$ cat src/rtl/clock_div_scheduler.sv
// Runtime-programmable multi-channel 50%-duty clock divider with glitch-free ratio changes.
// Optional define CLOCK_DIV_SCHED_PHASE_ALIGN_EN: channels >0 start aligned to channel 0's period_tick.

module clock_div_ch #(
  parameter int CNT_W = 8
) (
  input  logic             clk,
  input  logic             reset,
  input  logic             acc,
  input  logic [CNT_W-1:0] cfg_half,
`ifdef CLOCK_DIV_SCHED_PHASE_ALIGN_EN
  input  logic             align_ok,
  output logic             free_tick,
`endif
  output logic             derived_clk,
  output logic             period_tick,
  output logic             active,
  output logic             pend_valid
);
  typedef enum logic [1:0] {IDLE, HIGH, LOW} state_t;

  state_t           state;
  logic [CNT_W-1:0] cnt, cur_half, pend_half;
  logic             last, start_ok;

  assign last   = (cnt == cur_half - CNT_W'(1));
  assign active = (state != IDLE);

`ifdef CLOCK_DIV_SCHED_PHASE_ALIGN_EN
  assign start_ok  = align_ok;
  // Boundary restart this edge; used by other channels to align their start.
  assign free_tick = (state == LOW) && last && !(pend_valid && pend_half == '0);
`else
  assign start_ok = 1'b1;
`endif

  always_ff @(posedge clk or posedge reset) begin
    if (reset) begin
      state       <= IDLE;
      cnt         <= '0;
      cur_half    <= '0;
      pend_half   <= '0;
      pend_valid  <= 1'b0;
      derived_clk <= 1'b0;
      period_tick <= 1'b0;
    end else begin
      period_tick <= 1'b0;
      case (state)
        IDLE: begin
          if (pend_valid) begin
            if (pend_half == '0) begin
              pend_valid <= 1'b0;
            end else if (start_ok) begin
              state       <= HIGH;
              cur_half    <= pend_half;
              cnt         <= '0;
              derived_clk <= 1'b1;
              period_tick <= 1'b1;
              pend_valid  <= 1'b0;
            end
          end
        end
        HIGH: begin
          if (last) begin
            state       <= LOW;
            cnt         <= '0;
            derived_clk <= 1'b0;
          end else begin
            cnt <= cnt + CNT_W'(1);
          end
        end
        LOW: begin
          if (last) begin
            cnt        <= '0;
            pend_valid <= 1'b0;
            if (pend_valid && pend_half == '0) begin
              state <= IDLE;
            end else begin
              state       <= HIGH;
              derived_clk <= 1'b1;
              period_tick <= 1'b1;
              if (pend_valid) cur_half <= pend_half;
            end
          end else begin
            cnt <= cnt + CNT_W'(1);
          end
        end
        default: state <= IDLE;
      endcase
      // Accept is only possible with no pending value, so it never races a consume.
      if (acc) begin
        pend_half  <= cfg_half;
        pend_valid <= 1'b1;
      end
    end
  end
endmodule

module clock_div_scheduler #(
  parameter  int NUM_CH = 4,
  parameter  int CNT_W  = 8,
  localparam int CH_W   = (NUM_CH > 1) ? $clog2(NUM_CH) : 1
) (
  input  logic              clk,
  input  logic              reset,
  input  logic              cfg_valid,
  output logic              cfg_ready,
  input  logic [CH_W-1:0]   cfg_ch,
  input  logic [CNT_W-1:0]  cfg_half,
  output logic [NUM_CH-1:0] derived_clk,
  output logic [NUM_CH-1:0] period_tick,
  output logic [NUM_CH-1:0] active
);
  localparam int NPAD = 1 << CH_W;

  logic [NUM_CH-1:0] pend_valid, acc;
  logic [NPAD-1:0]   pend_pad;
  logic              ch_ok;

  // Out-of-range channels read as not pending, so they are always ready and dropped.
  assign pend_pad  = NPAD'(pend_valid);
  assign cfg_ready = !pend_pad[cfg_ch];
  assign ch_ok     = (int'(cfg_ch) < NUM_CH);

`ifdef CLOCK_DIV_SCHED_PHASE_ALIGN_EN
  logic [NUM_CH-1:0] free_tick, align_ok;
  always_comb begin
    align_ok = '1;
    for (int i = 1; i < NUM_CH; i++) align_ok[i] = !active[0] || free_tick[0];
  end
`endif

  for (genvar i = 0; i < NUM_CH; i++) begin : g_ch
    assign acc[i] = cfg_valid && cfg_ready && ch_ok && (cfg_ch == CH_W'(i));
    clock_div_ch #(.CNT_W(CNT_W)) u_ch (
      .clk         (clk),
      .reset       (reset),
      .acc         (acc[i]),
      .cfg_half    (cfg_half),
`ifdef CLOCK_DIV_SCHED_PHASE_ALIGN_EN
      .align_ok    (align_ok[i]),
      .free_tick   (free_tick[i]),
`endif
      .derived_clk (derived_clk[i]),
      .period_tick (period_tick[i]),
      .active      (active[i]),
      .pend_valid  (pend_valid[i])
    );
  end
endmodule

$ cat config.mk
export PLATFORM = sky130hd
export DESIGN_NAME = clock_div_scheduler
export DESIGN_NICKNAME = d
export VERILOG_FILES = /design/src/rtl/clock_div_scheduler.sv
export SDC_FILE = /design/constraint.sdc
export NUM_CORES = 1
export LEC_CHECK = 0
export ABC_CLOCK_PERIOD_IN_PS = 12000
export CORE_MARGIN = 2
export CORE_UTILIZATION = 45
export DETAILED_ROUTE_END_ITERATION = 8
export SLEW_MARGIN = 20
export SYNTH_ARGS = -nofsm -noshare
export SYNTH_HDL_FRONTEND = slang
export SYNTH_SLANG_ARGS = --single-unit
$ cat constraint.sdc
create_clock -name clk -period 12 [get_ports clk]
set_input_delay 2.4 -clock clk [delete_from_list [all_inputs] [get_ports clk]]
set_output_delay 2.4 -clock clk [all_outputs]
set_load 0.01 [all_outputs]
==> results.yml, run 1 <==
status:
  status: "finished clean"
sta:
  fin_tns_setup_ns: 0
  skew_ns: 0.007412
  finalHoldViolations: 0
  slew_viol_final: 0
  timing.fmax_mhz: 152.1
  period_share: 0.5478
  fin_crit_ns: 6.573
  worst_slack_ns: 5.427
  tightestPinTransition_ns: 0.9988
  relSlewSlack: 0.3324
  finalSetupViolations: 0
  rsz0062_at_grt: "false"
yosys:
  syn-num-nets: 696
  yosysUniqueCellTypes: 76
  synth.area.top_cells: "dfrtp_1, mux2_2, ha_1, nand2_1, xor2_1"
  syn_avg_cell_area_um2: 10.11
  yosys-top-cells-count: "dfrtp_1, nand2_1, inv_1, mux2_2, a21oi_1"
  yosysMostFrequentCell: "dfrtp_1"
  synth_top_area_frac: 0.4369
  ys_ff_latch: 116
  synth_edf_count: 0
  synthArstFlopShare: 1.000
  syn_area_um2: 6644
  yosys.area.top_type: "dfrtp_1"
  synthFlopType: "dfrtp_1"
  yosysWarnings: 0
  syn_inst: 657
  yosysSeqAreaShare: 0.4369
clocking:
  clock_latency_ns: 0.42
  cts_setup_buffers: 0
  ctsRootBufferMaster: "clkbuf_16"
  clock-sinks: 116
  cts_tree: "yes"
  cts_resized: 0
  postCtsHoldBufs: 0
  htree_levels: 4
  cts_buffers: 17
  path_clk_slew_ns: 0.05
  cts_buffer_depth: 2
place:
  dpl_cell_area_um2: 6990
  pre_cts_ws_ns: 5.448
  hpwl_um: 9742
  dp.cells: 840
  place.gp.congestion: 0.8317
  port_buffers: 25
finish:
  layout.nets: 714
  instances_no_fill: 872
  diodes: 0
  drive_gt1_frac: 0.1381
  seqCellArea_um2: 2903
  fin_area_um2: 7676
  syn_to_final_growth_pct: 15.54
  multi_input_area_um2: 3472
  nFillCells: 1245
pwr:
  power.share.clock: 0.305
  power_frac_comb: 0.350
  ir_worst_vdd_uv: 115.2
  seqPwrFrac: 0.344
  power.switching_uw: 677.2
  p_sw_frac: 0.3581
  p_int_mw: 1.214
  p_total_mw: 1.891
  p_leak_nw: 3.296
  p_per_area_nw_per_um2: 246.3
drt:
  drtIter0Drc: 249
  wl_per_cell_um: 15.61
  first_pass_iters: 4
  drc: 0
  ant_nets: 0
  viasPerCell: 5.642
  vias: 4920
  routed_wl_um: 13610
worst_setup_path:
  crit_arrival_ns: 4.17
  r2r_cells: 7
  reg2reg_slack_ns: 8.98
  required_ns: 9.60
  crit_path_start_kind: "input pin"
  path_class: "in -> out"
  path_max_fanout: 5
  rr_startpoint: "g_ch[3].u_ch.cur_half[0]"
  endpoint_kind: "output port"
  r2r-end: "g_ch[3].u_ch.cnt[6]"
die:
  ios: 26
  num_rows: 44
  start_util: 0.4589
  core-area_um2: 14480
  dieArea_um2: 15750
  die_w_um: 125.5
  die_h_um: 125.5
hold_path:
  hold_class: "reg -> reg"
  hold_end: "g_ch[1].u_ch.derived_clk"
  min_delay_path_depth: 1
  min_from: "g_ch[1].u_ch.derived_clk"
run:
  drv_cap: 0
grt:
  top_usage_layer: "met2"
  met1_usage: 0.2564
  antenna_found_initial: 0
  use_met3: 0.04450
  grt.overflow.total: 0
  grt_pass1_vias: 4876
  grt_max_degree: 81
  grt_pass1_wl_um: 23730
  gr-usage-met2: 0.2900
  track_usage: 0.1856
## registers in the layout, summed over array words and instances, names as in the netlist
name                   count
g_ch.u_ch.derived_clk      4
g_ch.u_ch.cur_half        32
g_ch.u_ch.pend_valid       4
g_ch.u_ch.cnt             32
g_ch.u_ch.pend_half       32
g_ch.u_ch.period_tick      4
g_ch.u_ch.state            8
## power groups by stage
stage,combinational [mW],clock (mW),sequential (mW)
final,0.663,0.578,0.651
after global placement,0.639,0,0.651
after CTS,0.668,0.586,0.651
after global routing,0.745,0.607,0.675
after detailed placement,0.662,0,0.658
after floorplan,0.558,0,0.606
## logic make-up (layout without fill, tap and decap cells)
family | after synthesis | count (layout) | synth area share
and+or+nand+nor | 216 | 216 | 0.1704
AOI/OAI and AO/OA | 148 | 148 | 0.1635
DFF | 116 | 116 | 0.4369
buffers and inverters | 62 | 93 | 0.04200
muxes | 52 | 52 | 0.08945
xor gates and xnor gates | 37 | 37 | 0.04878
adders and majority gates | 26 | 26 | 0.04896
## cell usage in the layout, fill, tap and decap left out, types with 5 or more instances in the layout
cell type        count
nand2b_1            18
inv_1               33
and2_1               5
o21ai_1             11
nand4_1              5
clkbuf_16           17
nor3_1              15
nor2_1              28
bufinv_16            6
o31ai_1              8
a211oi_1             6
dfrtp_1            116
a21o_1               7
or2_2                6
xor2_1              26
a22o_1              18
or3_1                6
mux2_1              16
or4_1               10
nand2_1             68
a21oi_1             30
mux2_2              33
o21ai_0             17
clkdlybuf4s50_1     25
nand3_1             21
xnor2_1             11
ha_1                26
## cell type report
type	count	share of cell area
Clock inverter	14	0.03032
Clock buffer	18	0.05721
Timing Repair Buffer	27	0.03504
Inverter	34	0.01695
Multi-Input combinational cell	479	0.4523
Sequential cell	116	0.3782
Tap cell	184	0.02999
## per-stage QoR
step	hold slack, ns	util
CTS	0.4932	0.5292
detailed placement	0.4809	0.4828
finish	0.4874	0.5302
global route	0.5315	0.5302
floorplan	0.4492	-
global placement	0.4684	0.4828
## critical path, stage by stage
cell and delay (ns):
clkdlybuf4s50_1 0.60, mux4_2 0.58, inv_1 0.07, clkdlybuf4s50_1 0.52
## worst max-delay path by stage
stage | endpoint | slack (ns) | start
after floorplan | cfg_ready | 6.40 | cfg_ch[0]
after global placement | cfg_ready | 5.46 | cfg_ch[0]
after detailed placement | cfg_ready | 5.45 | cfg_ch[0]
after CTS | cfg_ready | 5.44 | cfg_ch[0]
after global routing | cfg_ready | 5.37 | cfg_ch[0]
final | cfg_ready | 5.43 | cfg_ch[0]
## routing by layer
| metal | vias to the layer above | share of wire |
|---|---|---|
| met2 | 69 | 0.48 |
| met4 | 0 | 0.011 |
| li1 | 2408 | - |
| met1 | 2430 | 0.47 |
| met3 | 13 | 0.035 |
| met5 | - | 0 |
No activity file was read; power rests on OpenSTA's default activity.
==> inputs of run 2 (changes only) <==
--- a/config.mk
+++ b/config.mk
@@ -5,7 +5,7 @@
 export SDC_FILE = /design/constraint.sdc
 export NUM_CORES = 1
 export LEC_CHECK = 0
-export ABC_CLOCK_PERIOD_IN_PS = 12000
+export ABC_CLOCK_PERIOD_IN_PS = 6350
 export CORE_MARGIN = 2
 export CORE_UTILIZATION = 45
 export DETAILED_ROUTE_END_ITERATION = 8
==> constraint.sdc (replaced) <==
create_clock -name clk -period 6.35 [get_ports clk]
set_input_delay 1.27 -clock clk [delete_from_list [all_inputs] [get_ports clk]]
set_output_delay 1.27 -clock clk [all_outputs]
set_load 0.01 [all_outputs]
==> results.yml, run 2 (same netlist as run 1, synthesis figures left out) <==
status:
  status: "finished clean"
sta:
  finalHoldViolations: 0
  tightestPinTransition_ns: 0.9695
  period_share: 0.6786
  fin_tns_setup_ns: 0
  skew_ns: 0.007175
  rsz0062_at_grt: "false"
  finalSetupViolations: 0
  timing.fmax_mhz: 232.1
  slew_viol_final: 0
  relSlewSlack: 0.3520
  fin_crit_ns: 4.309
grt:
  grt_pass1_wl_um: 23570
  grt.overflow.total: 0
  grt_max_degree: 67
  grt_pass1_vias: 4893
  track_usage: 0.1838
  antenna_found_initial: 0
clocking:
  cts_buffer_depth: 2
  cts_buffers: 17
  clock_latency_ns: 0.42
  cts_tree: "yes"
  postCtsHoldBufs: 0
  clock-sinks: 116
  ctsRootBufferMaster: "clkbuf_16"
  cts_resized: 0
  cts_setup_buffers: 0
  htree_levels: 4
  path_clk_slew_ns: 0.05
worst_setup_path:
  cp_cell_sequence: "clkdlybuf4s50_1 -> mux4_2 -> inv_1 -> clkdlybuf4s50_1"
  path_max_fanout: 5
  endpoint_kind: "output port"
  setup.worst_path.start: "cfg_ch[0]"
  cpPeakStageDelay_ns: 0.60
  rr_startpoint: "g_ch[3].u_ch.cur_half[0]"
  crit_path_frequent_cell: "clkdlybuf4s50_1"
  crit_slowest_cell: "clkdlybuf4s50_1"
  crit_arrival_ns: 3.04
  path_class: "in -> out"
  required_ns: 5.08
  crit_path_start_kind: "input pin"
place:
  place.gp.congestion: 0.8045
  hpwl_um: 9799
  port_buffers: 25
hold_path:
  hold_class: "reg -> reg"
  min_from: "g_ch[3].u_ch.derived_clk"
drt:
  drtIter0Drc: 220
  wl_per_cell_um: 15.67
  vias: 4886
  drc: 0
  routed_wl_um: 13660
  ant_nets: 0
  first_pass_iters: 6
  viasPerCell: 5.603
run:
  drv_cap: 0
finish:
  final_common_cell: "dfrtp_1"
  syn_to_final_growth_pct: 14.90
  reg_top3: "g_ch.u_ch.cnt x32, g_ch.u_ch.cur_half x32, g_ch.u_ch.pend_half x32"
  layout.nets: 714
  drive_gt1_frac: 0.1381
  diodes: 0
  layout_common_cells: "dfrtp_1, nand2_1, inv_1, mux2_2, a21oi_1"
die:
  ios: 26
  num_rows: 44
  die_h_um: 125.5
  core-area_um2: 14480
  dieArea_um2: 15750
  start_util: 0.4589
  die_w_um: 125.5
pwr:
  p_leak_nw: 3.265
  ir_worst_vdd_uv: 187.3
  p_per_area_nw_per_um2: 458.6
  p_total_mw: 3.501
## run 2: cell count changes in the layout (fill, tap and decap cells not counted)
| cell | change |
|---|---|
| clkinvlp_4 | +2 |
| clkbuf_8 | -1 |
| clkinv_4 | +3 |
| buf_6 | -1 |
| buf_4 | +1 |
| bufinv_16 | -2 |
| inv_6 | +1 |
| clkinv_2 | -3 |
## run 2: final cells by class
| type | count | area [um2] |
|---|---|---|
| repair buffers | 27 | 265.3 |
| well taps | 184 | 230.2 |
| inverters | 34 | 130.1 |
| flip-flops and latches | 116 | 2903 |
| clock inverters | 15 | 207.7 |
| clock buffers | 17 | 425.4 |
| multi-input cells | 479 | 3472 |
| fillers | 1315 | 6845 |
## run 2: worst paths after layout
| kind | endpoint | cells after the start | slack [ns] |
|---|---|---|---|
| worst max register to register | g_ch[3].u_ch.cnt[6] | 7 | 3.34 |
| worst min register to register | g_ch[3].u_ch.derived_clk | 2 | 0.48 |
| min in group asynchronous | g_ch[3].u_ch.cur_half[1] | 2 | 1.38 |
| worst max-delay path | cfg_ready | 4 | 2.04 |
| worst min-delay path | g_ch[3].u_ch.derived_clk | 2 | 0.48 |
| max in group asynchronous | g_ch[3].u_ch.cnt[0] | 3 | 3.83 |
## run 2: power by group
group / switching (mW) / internal (mW) / total [mW]
sequential: 0.263 / 0.967 / 1.23
combinational: 0.670 / 0.581 / 1.25
clock: 0.361 / 0.658 / 1.02
total: 1.29 / 2.21 / 3.50
## run 2: worst max-delay path, delay by kind of cell
family,cells,cell delay (ns)
buf+inv,3,1.20
mux,1,0.57
## run 2: per-stage QoR
stage	setup WS [ns]	hold slack (ns)	area, um2	std cells	util
final	2.041	0.4761	7634	872	0.5272
after global routing	2.000	0.5032	7634	872	0.5272
after CTS	2.055	0.4796	7624	872	0.5265
after global placement	2.068	0.4680	6990	840	0.4828
after detailed placement	2.056	0.4667	6990	840	0.4828
after floorplan	2.008	0.4492	6644	657	-
## run 2: layer usage
metal	vias up	global-route usage	routed length, um
met5	-	0	0
met4	0	0.06667	187
met3	15	0.04065	374
met2	56	0.2922	6509
met1	2406	0.2481	6591
li1	2409	-	-
==> inputs of run 3 (changes only) <==
--- a/config.mk
+++ b/config.mk
@@ -5,7 +5,7 @@
 export SDC_FILE = /design/constraint.sdc
 export NUM_CORES = 1
 export LEC_CHECK = 0
-export ABC_CLOCK_PERIOD_IN_PS = 6350
+export ABC_CLOCK_PERIOD_IN_PS = 3850
 export CORE_MARGIN = 2
 export CORE_UTILIZATION = 45
 export DETAILED_ROUTE_END_ITERATION = 8
==> constraint.sdc (replaced) <==
create_clock -name clk -period 3.85 [get_ports clk]
set_input_delay 0.77 -clock clk [delete_from_list [all_inputs] [get_ports clk]]
set_output_delay 0.77 -clock clk [all_outputs]
set_load 0.01 [all_outputs]
==> results.yml, run 3 (same netlist as run 1, synthesis figures left out) <==
status:
  status: "finished clean"
sta:
  tightestPinTransition_ns: 0.6975
  timing.fmax_mhz: 302.6
  fin_tns_setup_ns: 0
  finalHoldViolations: 0
  fin_hold_ws_ns: 0.4837
  finalSetupViolations: 0
  slew_viol_final: 0
  period_share: 0.8583
  fin_crit_ns: 3.305
  rsz0062_at_grt: "false"
  skew_ns: 0.007610
  worst_slack_ns: 0.5455
  relSlewSlack: 0.5350
finish:
  drive_gt1_frac: 0.1371
  final_common_cell: "dfrtp_1"
  layout.nets: 719
  layout_common_cells: "dfrtp_1, nand2_1, inv_1, mux2_2, a21oi_1"
  instances_no_fill: 877
  diodes: 0
  fin_area_um2: 7656
  fin_util: 0.5288
  syn_to_final_growth_pct: 15.24
  reg_top3: "g_ch.u_ch.cnt x32, g_ch.u_ch.cur_half x32, g_ch.u_ch.pend_half x32"
worst_setup_path:
  path_max_fanout: 5
  required_ns: 3.08
  crit_arrival_ns: 2.53
  r2r_cells: 7
  crit_path_start_kind: "input pin"
  endpoint_kind: "output port"
  reg2reg_slack_ns: 0.88
  path_class: "in -> out"
  r2r-end: "g_ch[3].u_ch.cnt[6]"
  rr_startpoint: "g_ch[3].u_ch.cur_half[0]"
pwr:
  p_leak_nw: 3.295
  seqPwrFrac: 0.352
  p_int_mw: 3.690
  p_per_area_nw_per_um2: 752.2
  power.share.clock: 0.290
  p_total_mw: 5.759
  power.switching_mw: 2.069
  power_frac_comb: 0.358
  ir_worst_vdd_uv: 352.6
  p_sw_frac: 0.3593
drt:
  routed_wl_um: 13690
  ant_nets: 0
  drc: 0
  wl_per_cell_um: 15.60
  vias: 4965
  viasPerCell: 5.661
  drtIter0Drc: 266
  first_pass_iters: 4
die:
  die_h_um: 125.5
  start_util: 0.4589
  core-area_um2: 14480
  num_rows: 44
  dieArea_um2: 15750
  ios: 26
  die_w_um: 125.5
clocking:
  cts_resized: 0
  cts_tree: "yes"
  ctsRootBufferMaster: "clkbuf_16"
  htree_levels: 4
  cts_buffer_depth: 2
  cts_setup_buffers: 0
  path_clk_slew_ns: 0.05
  postCtsHoldBufs: 0
  clock_latency_ns: 0.42
  cts_buffers: 17
  clock-sinks: 116
place:
  place.gp.congestion: 0.8259
  pre_cts_ws_ns: 0.5439
  dpl_cell_area_um2: 7028
  dp.cells: 845
  hpwl_um: 10060
  port_buffers: 25
hold_path:
  hold_end: "g_ch[3].u_ch.derived_clk"
  min_from: "g_ch[3].u_ch.derived_clk"
  hold_class: "reg -> reg"
  min_delay_path_depth: 2
grt:
  antenna_found_initial: 0
  grt_pass1_vias: 4973
  grt.overflow.total: 0
  grt_pass1_wl_um: 23760
  grt_max_degree: 58
  track_usage: 0.1848
run:
  drv_cap: 0
==> run 3: changes by cell type in the layout (fill, tap and decap cells not counted), sizes merged <==
cell / previous run / this run
clkinv: 6 / 3
inv: 35 / 34
clkbuf: 17 / 23
buf: 2 / 7
clkinvlp: 4 / 2
==> run 3: power groups by stage <==
| stage | logic (mW) | registers, mW | clock network (mW) |
|---|---|---|---|
| final | 2.06 | 2.03 | 1.67 |
| after detailed placement | 2.06 | 2.05 | 0 |
| after global placement | 1.99 | 2.03 | 0 |
| after global routing | 2.33 | 2.10 | 1.76 |
| after CTS | 2.07 | 2.03 | 1.71 |
| after floorplan | 1.74 | 1.89 | 0 |
==> run 3: how the worst max path moves through the flow <==
stage,start,to,slack [ns]
global route,cfg_ch[0],cfg_ready,0.50
finish,cfg_ch[0],cfg_ready,0.55
global placement,cfg_ch[0],cfg_ready,0.55
floorplan,reset,g_ch[0].u_ch.cnt[0],0.008
detailed placement,cfg_ch[0],cfg_ready,0.54
CTS,cfg_ch[0],cfg_ready,0.55
==> run 3: area by class of cell <==
class | instances | area [um2]
clock buffers | 23 | 478.0
clock inverters | 9 | 150.1
fillers | 1287 | 6823
inverters | 34 | 130.1
multi-input cells | 479 | 3462
flip-flops and latches | 116 | 2903
well taps | 184 | 230.2
repair buffers | 32 | 302.8
==> run 3: layer usage <==
| layer | GRT usage | vias to the layer above | routed length, um |
|---|---|---|---|
| met1 | 0.2462 | 2491 | 6483 |
| met3 | 0.04236 | 15 | 322 |
| met2 | 0.3033 | 50 | 6709 |
| li1 | - | 2409 | - |
| met4 | 0.05294 | 0 | 169 |
| met5 | 0 | - | 0 |
==> run 3: worst max-delay path, stage by stage <==
cell and delay (ns):
clkdlybuf4s50_1 0.58, mux4_2 0.58, inv_1 0.08, clkdlybuf4s50_1 0.52
